### src/rtl/hpdcache_sram_ecc_rmw.sv
// Write-path front end for the ECC 1RW SRAM. Sparse-byte-enable writes become a
// read / merge / full-word write sequence. Reads and full-word writes go straight through.
module hpdcache_sram_ecc_rmw #(
  parameter int ADDR_SIZE = 6,
  parameter int DATA_SIZE = 64,
  parameter int NDATA     = 2,
  parameter int CNT_WIDTH = 16
) (
  input  logic                           clk,
  input  logic                           rst_n,
  input  logic                           req_valid_i,
  output logic                           req_ready_o,
  input  logic                           req_we_i,
  input  logic [ADDR_SIZE-1:0]           req_addr_i,
  input  logic [NDATA*DATA_SIZE-1:0]     req_wdata_i,
  input  logic [NDATA*DATA_SIZE/8-1:0]   req_wbe_i,
  output logic                           rsp_valid_o,
  output logic [NDATA*DATA_SIZE-1:0]     rsp_rdata_o,
  output logic [NDATA-1:0]               rsp_err_cor_o,
  output logic [NDATA-1:0]               rsp_err_unc_o,
  output logic                           rmw_abort_o,
  input  logic                           cnt_clr_i,
  output logic [CNT_WIDTH-1:0]           cnt_cor_o,
  output logic [CNT_WIDTH-1:0]           cnt_unc_o,
  output logic                           sram_cs_o,
  output logic                           sram_we_o,
  output logic [ADDR_SIZE-1:0]           sram_addr_o,
  output logic [NDATA*DATA_SIZE-1:0]     sram_wdata_o,
  output logic [NDATA*DATA_SIZE/8-1:0]   sram_wbe_o,
  input  logic [NDATA*DATA_SIZE-1:0]     sram_rdata_i,
  input  logic [NDATA-1:0]               sram_err_cor_i,
  input  logic [NDATA-1:0]               sram_err_unc_i
);
  localparam int BYTES = DATA_SIZE / 8;
  localparam int W     = NDATA * DATA_SIZE;
  localparam int BE    = NDATA * BYTES;

  typedef enum logic [1:0] {IDLE, RD_WAIT, MERGE} state_e;
  state_e state, state_nxt;

  logic [ADDR_SIZE-1:0] addr_q;
  logic [W-1:0]         wdata_q, merged;
  logic [BE-1:0]        wbe_q, touch_be;
  logic [NDATA-1:0]     req_part, q_touch;
  logic                 unc_hit;

  for (genvar i = 0; i < NDATA; i++) begin : g_word
    assign req_part[i] = (|req_wbe_i[i*BYTES +: BYTES]) && !(&req_wbe_i[i*BYTES +: BYTES]);
    assign q_touch[i]  = |wbe_q[i*BYTES +: BYTES];
    assign touch_be[i*BYTES +: BYTES] = {BYTES{q_touch[i]}};
  end

  // SRAM read data is already ECC-corrected, so merging it is safe unless flagged unc
  for (genvar b = 0; b < BE; b++) begin : g_byte
    assign merged[b*8 +: 8] = wbe_q[b] ? wdata_q[b*8 +: 8] : sram_rdata_i[b*8 +: 8];
  end

  assign unc_hit = |(sram_err_unc_i & q_touch);

  // Outputs are gated with rst_n so a reset landing in MERGE never writes the SRAM
  always_comb begin
    state_nxt    = state;
    req_ready_o  = 1'b0;
    rsp_valid_o  = 1'b0;
    rmw_abort_o  = 1'b0;
    sram_cs_o    = 1'b0;
    sram_we_o    = 1'b0;
    sram_addr_o  = req_addr_i;
    sram_wdata_o = req_wdata_i;
    sram_wbe_o   = '0;
    if (rst_n) begin
      case (state)
        IDLE: begin
          req_ready_o = 1'b1;
          if (req_valid_i) begin
            sram_cs_o = 1'b1;
            if (!req_we_i) begin
              state_nxt = RD_WAIT;
            end else if (|req_part) begin
              state_nxt = MERGE;
            end else begin
              sram_we_o  = 1'b1;
              sram_wbe_o = req_wbe_i;
            end
          end
        end
        RD_WAIT: begin
          rsp_valid_o = 1'b1;
          state_nxt   = IDLE;
        end
        MERGE: begin
          sram_addr_o  = addr_q;
          sram_wdata_o = merged;
          state_nxt    = IDLE;
          if (unc_hit) begin
            rmw_abort_o = 1'b1;
          end else begin
            sram_cs_o  = 1'b1;
            sram_we_o  = 1'b1;
            sram_wbe_o = touch_be;
          end
        end
        default: state_nxt = IDLE;
      endcase
    end
  end

  assign rsp_rdata_o   = rsp_valid_o ? sram_rdata_i : '0;
  assign rsp_err_cor_o = rsp_valid_o ? sram_err_cor_i : '0;
  assign rsp_err_unc_o = rsp_valid_o ? sram_err_unc_i : '0;

  always_ff @(posedge clk) begin
    if (!rst_n) state <= IDLE;
    else        state <= state_nxt;
  end

  always_ff @(posedge clk) begin
    if (state == IDLE && req_valid_i && req_we_i) begin
      addr_q  <= req_addr_i;
      wdata_q <= req_wdata_i;
      wbe_q   <= req_wbe_i;
    end
  end

  logic [CNT_WIDTH:0] cor_sum, unc_sum;
  assign cor_sum = {1'b0, cnt_cor_o} + (CNT_WIDTH+1)'($countones(sram_err_cor_i));
  assign unc_sum = {1'b0, cnt_unc_o} + (CNT_WIDTH+1)'($countones(sram_err_unc_i));

  always_ff @(posedge clk) begin
    if (!rst_n || cnt_clr_i) begin
      cnt_cor_o <= '0;
      cnt_unc_o <= '0;
    end else if (state != IDLE) begin
      cnt_cor_o <= cor_sum[CNT_WIDTH] ? '1 : cor_sum[CNT_WIDTH-1:0];
      cnt_unc_o <= unc_sum[CNT_WIDTH] ? '1 : unc_sum[CNT_WIDTH-1:0];
    end
  end

endmodule

### config.mk
export PLATFORM = sky130hd
export DESIGN_NAME = hpdcache_sram_ecc_rmw
export DESIGN_NICKNAME = d
export VERILOG_FILES = /design/src/rtl/hpdcache_sram_ecc_rmw.sv
export SDC_FILE = /design/constraint.sdc
export NUM_CORES = 1
export LEC_CHECK = 0
export BUFFER_PORTS_ARGS = -buffer_cell sky130_fd_sc_hd__buf_2
export CAP_MARGIN = 20
export CORE_AREA = 2 2 236 238
export DETAILED_ROUTE_END_ITERATION = 10
export DIE_AREA = 0 0 238 240
export GPL_ROUTABILITY_DRIVEN = 0
export MAX_ROUTING_LAYER = met4
export PLACE_DENSITY_LB_ADDON = 0.15
export SLEW_MARGIN = 10
export SYNTH_ARGS = -nofsm -noshare
export SYNTH_HDL_FRONTEND = slang
export SYNTH_SLANG_ARGS = --single-unit
### constraint.sdc
create_clock -name clk -period 11.94 [get_ports clk]
set_clock_uncertainty 0.05 [all_clocks]
set_input_delay 2.388 -clock clk [delete_from_list [all_inputs] [get_ports clk]]
set_output_delay 2.388 -clock clk [all_outputs]
set_load 0.05 [all_outputs]
# Word-level counts from Yosys, hierarchy flattened

Index checks and enable logic that the tools add are counted.

Add/sub/neg operators: 4
Eq/ne operators: 3
Muxes and demuxes: 49
Bitwise operators: 1
Reductions and logical operators: 20

Operators with widths:

| operator           | number |
|---|---|
| $mux 128           | 3 |
| $mux 8             | 16 |
| $mux 16            | 7 |
| $add 16x2->17      | 2 |
| $pmux 16 s2        | 1 |
| $reduce_or 8->1    | 4 |
| $reduce_and 8->1   | 2 |
| $mux 1             | 14 |
| $mux 6             | 2 |
| $mux 2             | 4 |
| $add 1x1->2        | 2 |
| $logic_and 1x1->1  | 4 |
| $pmux 1 s2         | 2 |
| $reduce_and 2->1   | 2 |
| $reduce_or 2->1    | 2 |
| $logic_not 1->1    | 3 |
| $and 2x2->2        | 1 |
| $eq 2x1->1 const B | 1 |
| $eq 2x2->1 const B | 1 |
| $logic_not 2->1    | 1 |
| $ne 2x1->1 const B | 1 |
| $reduce_bool 2->1  | 1 |
| $logic_or 1x1->1   | 1 |

Flip-flop bits (word level): 184
Bits of input ports: 287

# Longest topological paths before layout

Depth in word-level cells: 9
Gate-level depth with buffers: 8
Gate-level depth less buffers: 8

# Least setup slack after synthesis

No wires, ideal clock.

Kind: input port to output port
Start point: in req_wbe_i[4]
End point: out sram_we_o
Data arrival time: 4.401 ns
Required time: 9.502 ns
Slack: 5.101 ns
Cell stages on the path: 4
Path through: or4_1 -> nor2_1 -> o22ai_1 -> o31ai_1

Word-level cells in the longest chain between the ends: 9
Elaborated cells between the ends (all ways): 10

RTL lines:

| element               | RTL line | text |
|---|---|---|
| start: declaration    | 16       | `input logic [NDATA*DATA_SIZE/8-1:0] req_wbe_i,` |
| $reduce_and 8->1      | 48       | `assign req_part[i] = (\|req_wbe_i[i*BYTES +: BYTES]) && !(&req_wbe_i[i*BYTES +: BYTES]);` |
| $logic_not 1->1       | 48       |  |
| $logic_and 1x1->1 (*) | 48       |  |
| $reduce_or 2->1 (*)   | 79       | `end else if (\|req_part) begin` |
| $mux 1 (*)            | 79       |  |
| $mux 1 (*)            | 77       | `if (!req_we_i) begin` |
| $mux 1 (*)            | 75       | `if (req_valid_i) begin` |
| $pmux 1 s2 (*)        | 72       | `case (state)` |
| $mux 1 (*)            | 71       | `if (rst_n) begin` |
| end: declaration      | 26       | `output logic sram_we_o,` |

Every way passes the cells marked *; elsewhere a longest branch is shown, timed or not.

# Worst setup path after layout

Start point: in rst_n
End point: out sram_wdata_o[1]

Word-level cells in the longest chain between the ends: 1

RTL lines:

| element            | RTL line | text |
|---|---|---|
| start: declaration | 10       | `input logic rst_n,` |
| $mux 128           | 71       |  |
| end: declaration   | 28       | `output logic [NDATA*DATA_SIZE-1:0] sram_wdata_o,` |

Every way passes these cells.

==> metrics.yaml <==
h-tree-depth: 4
crit_buf_inv: 3
total_power_mw: 1.66
syn_avg_cell_area_um2: 10.1
io_buffers: 605
wl_met2_um: 21100
rsz0062_at_grt: "no"
final-hold-violation-count: 0
crit_type: "input pin to output port"
cp_cell_sequence: "buf_2, nand3b_1, buf_12, o21ai_0, buf_2"
cts_sinks: 184
start_util: 0.184
drc_errors: 0
leakage_nw: 6.89
min_period_ns: 6.72
post_cts_resized: 0
power.density_nw_per_um2: 116
io-pin-count: 606
placed_area_um2: 13800
slew_viol_final: 0
worstMarginPinSlew_ns: 1.05
critical-path-top-delay-family: "buffers and inverters"
yosys_warnings: 0
synth_cell_types: 50
die_height_um: 240
slowest_stage: "o21ai_0"
cts_setup_buffers: 0
dr.pass1.iters: 5
met3_length_um: 2920
ys_seq_area_frac: 0.516
crit_top_cell: "buf_2"
grt_max_degree: 166
grt_pass1_wl_um: 58800
critPathLaunchType: "input pin"
slew_headroom: 0.296
synth_top_area_frac: 0.448
grt_pass1_vias: 8770
area_delta_synth_final_pct: 42.9
finalSetupViolCount: 0
r2r_slack_ns: 8.53
crit_path_max_fanout: 165
drt-total-wl_um: 41800
crit_required_ns: 9.50
syn-instance-count: 994
finalCritPeriodShare: 0.563
rows: 86
setup_ws_ns: 5.22
ant_nets: 0
hpwl_um: 32700
hp-class: "register to register"
fin_area_um2: 14400
routedWlPerCell_um: 18.3
die_area_um2: 57100
cpPeakStageDelay_ns: 0.48
synth-edff-count: 150
async_reset_ff_frac: 0
grt_overflow: 0
root_buffer: "clkbuf_16"
clock_latency_ns: 0.49
cts.path.max_buffers: 2
setup_tns_ns: 0
cts_tree: "yes"
syn-num-nets: 1285
drt-initial-drc-count: 394
antenna_found_initial: 9
netlist_area_um2: 10000
clock.fmax_ghz: 0.149
synth_area_leaders: "edfxtp_1 45%, mux2i_1 13%, and2_1 8.2%, o21ai_0 7.3%, dfxtp_1 6.8%"
top_layer_used: "met4"
status: "completed"
via_per_inst: 4.17
hold_buffers: 0
die_w_um: 238
synthFlopType: "edfxtp_1"
dr_total_vias: 9524
vdd_ir_drop_max_mv: 0.0922
fin_nets: 1850
maxCapViolations: 0
layout-drive-gt1-share: 0.412
track_usage: 0.145
post-place-ws_ns: 4.75
synth-seq-cells: 184
clkTransAtPathRegs_ns: 0.07
core_um2: 54700
synth_area_leader_cell: "edfxtp_1"
wl_met1_um: 17400
endpoint_kind: "output port"
crit_arrival_ns: 4.28
cts_made_buffers: 17
final timing paths:
kind | end | depth (start not counted) | startpoint
setup reg to reg | wbe_q[5] | 3 | state[1]
hold / removal | cnt_unc_o[8] | 1 | cnt_unc_o[8]
hold reg to reg | cnt_unc_o[8] | 1 | cnt_unc_o[8]
setup / recovery | sram_wdata_o[1] | 5 | rst_n
routing by layer:
metal  vias up  track usage
met5         -            -
met4         0       0.0398
met3        30       0.0435
met2       352        0.244
met1      4435        0.168
li1       4707            -
cell type report:
type                            instances  area, um2
Antenna cell                            6       15.0
Timing Repair Buffer                  613       3110
Fill cell                            5974      40300
Clock buffer                           19        433
Sequential cell                       184       5180
Tap cell                              704        881
Clock inverter                         13        128
Inverter                               11       41.3
Multi-Input combinational cell        732       4560
logic make-up (layout without fill, tap and decap cells):
logic type / after synthesis / in the layout / share of synthesized area
AOI/OAI and AO/OA: 203 / 203 / 0.111
adders and majority gates: 4 / 4 / 0.00648
buffers and inverters: 78 / 656 / 0.0323
other: 0 / 6 / 0
and+or+nand+nor: 383 / 383 / 0.194
muxes: 128 / 128 / 0.128
DFF: 184 / 184 / 0.516
xor gates and xnor gates: 14 / 14 / 0.0122
layout by cell type, fill, tap and decap left out, types with 4 or more instances in the layout:
cell type    n
buf_2      605
nand2_1    161
edfxtp_1   150
o21ai_0    147
and2_1     131
mux2i_1    128
dfxtp_1     34
nor2_1      24
a21oi_1     17
clkbuf_16   17
nor3_1      12
nand3_1     12
inv_1       11
a31oi_1      9
xnor2_1      9
o22ai_1      8
nand4_1      7
or4_1        7
nor4_1       7
diode_2      6
buf_4        6
xor2_1       5
clkinv_1     4
synthesized netlist by cell type (all sizes together), types with 2 or more instances:
cell and n:
o31ai 2, a211oi 3, nand3 13, nand2 161, nor4b 2, a311oi 2, nand4 8, o21ai 149
dfxtp 34, o2111ai 2, o2111a 2, a41o 3, and4b 2, and3 3, o22ai 9, nand4b 3
ha 2, or2 2, or4 7, mux2i 128, buf 23, edfxtp 150, a31oi 9, and3b 2
nor2 25, xor2 5, xnor2 9, nor3 12, a21oi 17, fa 2, clkbuf 44, inv 11
and2 131, nor4 7
power breakdown:
group          switching [mW]  internal, mW
sequential             0.0176         0.722
combinational           0.247        0.0952
clock                   0.274         0.306
total                   0.538          1.12
metrics by stage:
stage          hold slack (ns)  std cells   util
2_1_floorplan            0.662        994      -
3_3_place_gp             0.448       2243  0.252
3_5_place_dp             0.453       2243  0.252
4_1_cts                  0.471       2275  0.262
5_1_grt                  0.513       2282  0.263
6_report                 0.477       2282  0.263
worst register-to-register path, stage by stage (launching register included):
cell and delay [ns]:
dfxtp_1 0.50, nor2_1 0.89, and3_4 0.72, buf_4 0.72
registers in the layout, summed over array words and instances, names as in the netlist:
name       count
wdata_q      128
cnt_cor_o     16
cnt_unc_o     16
wbe_q         16
addr_q         6
state          2
Note: power is estimated with default switching activity, not from simulation.
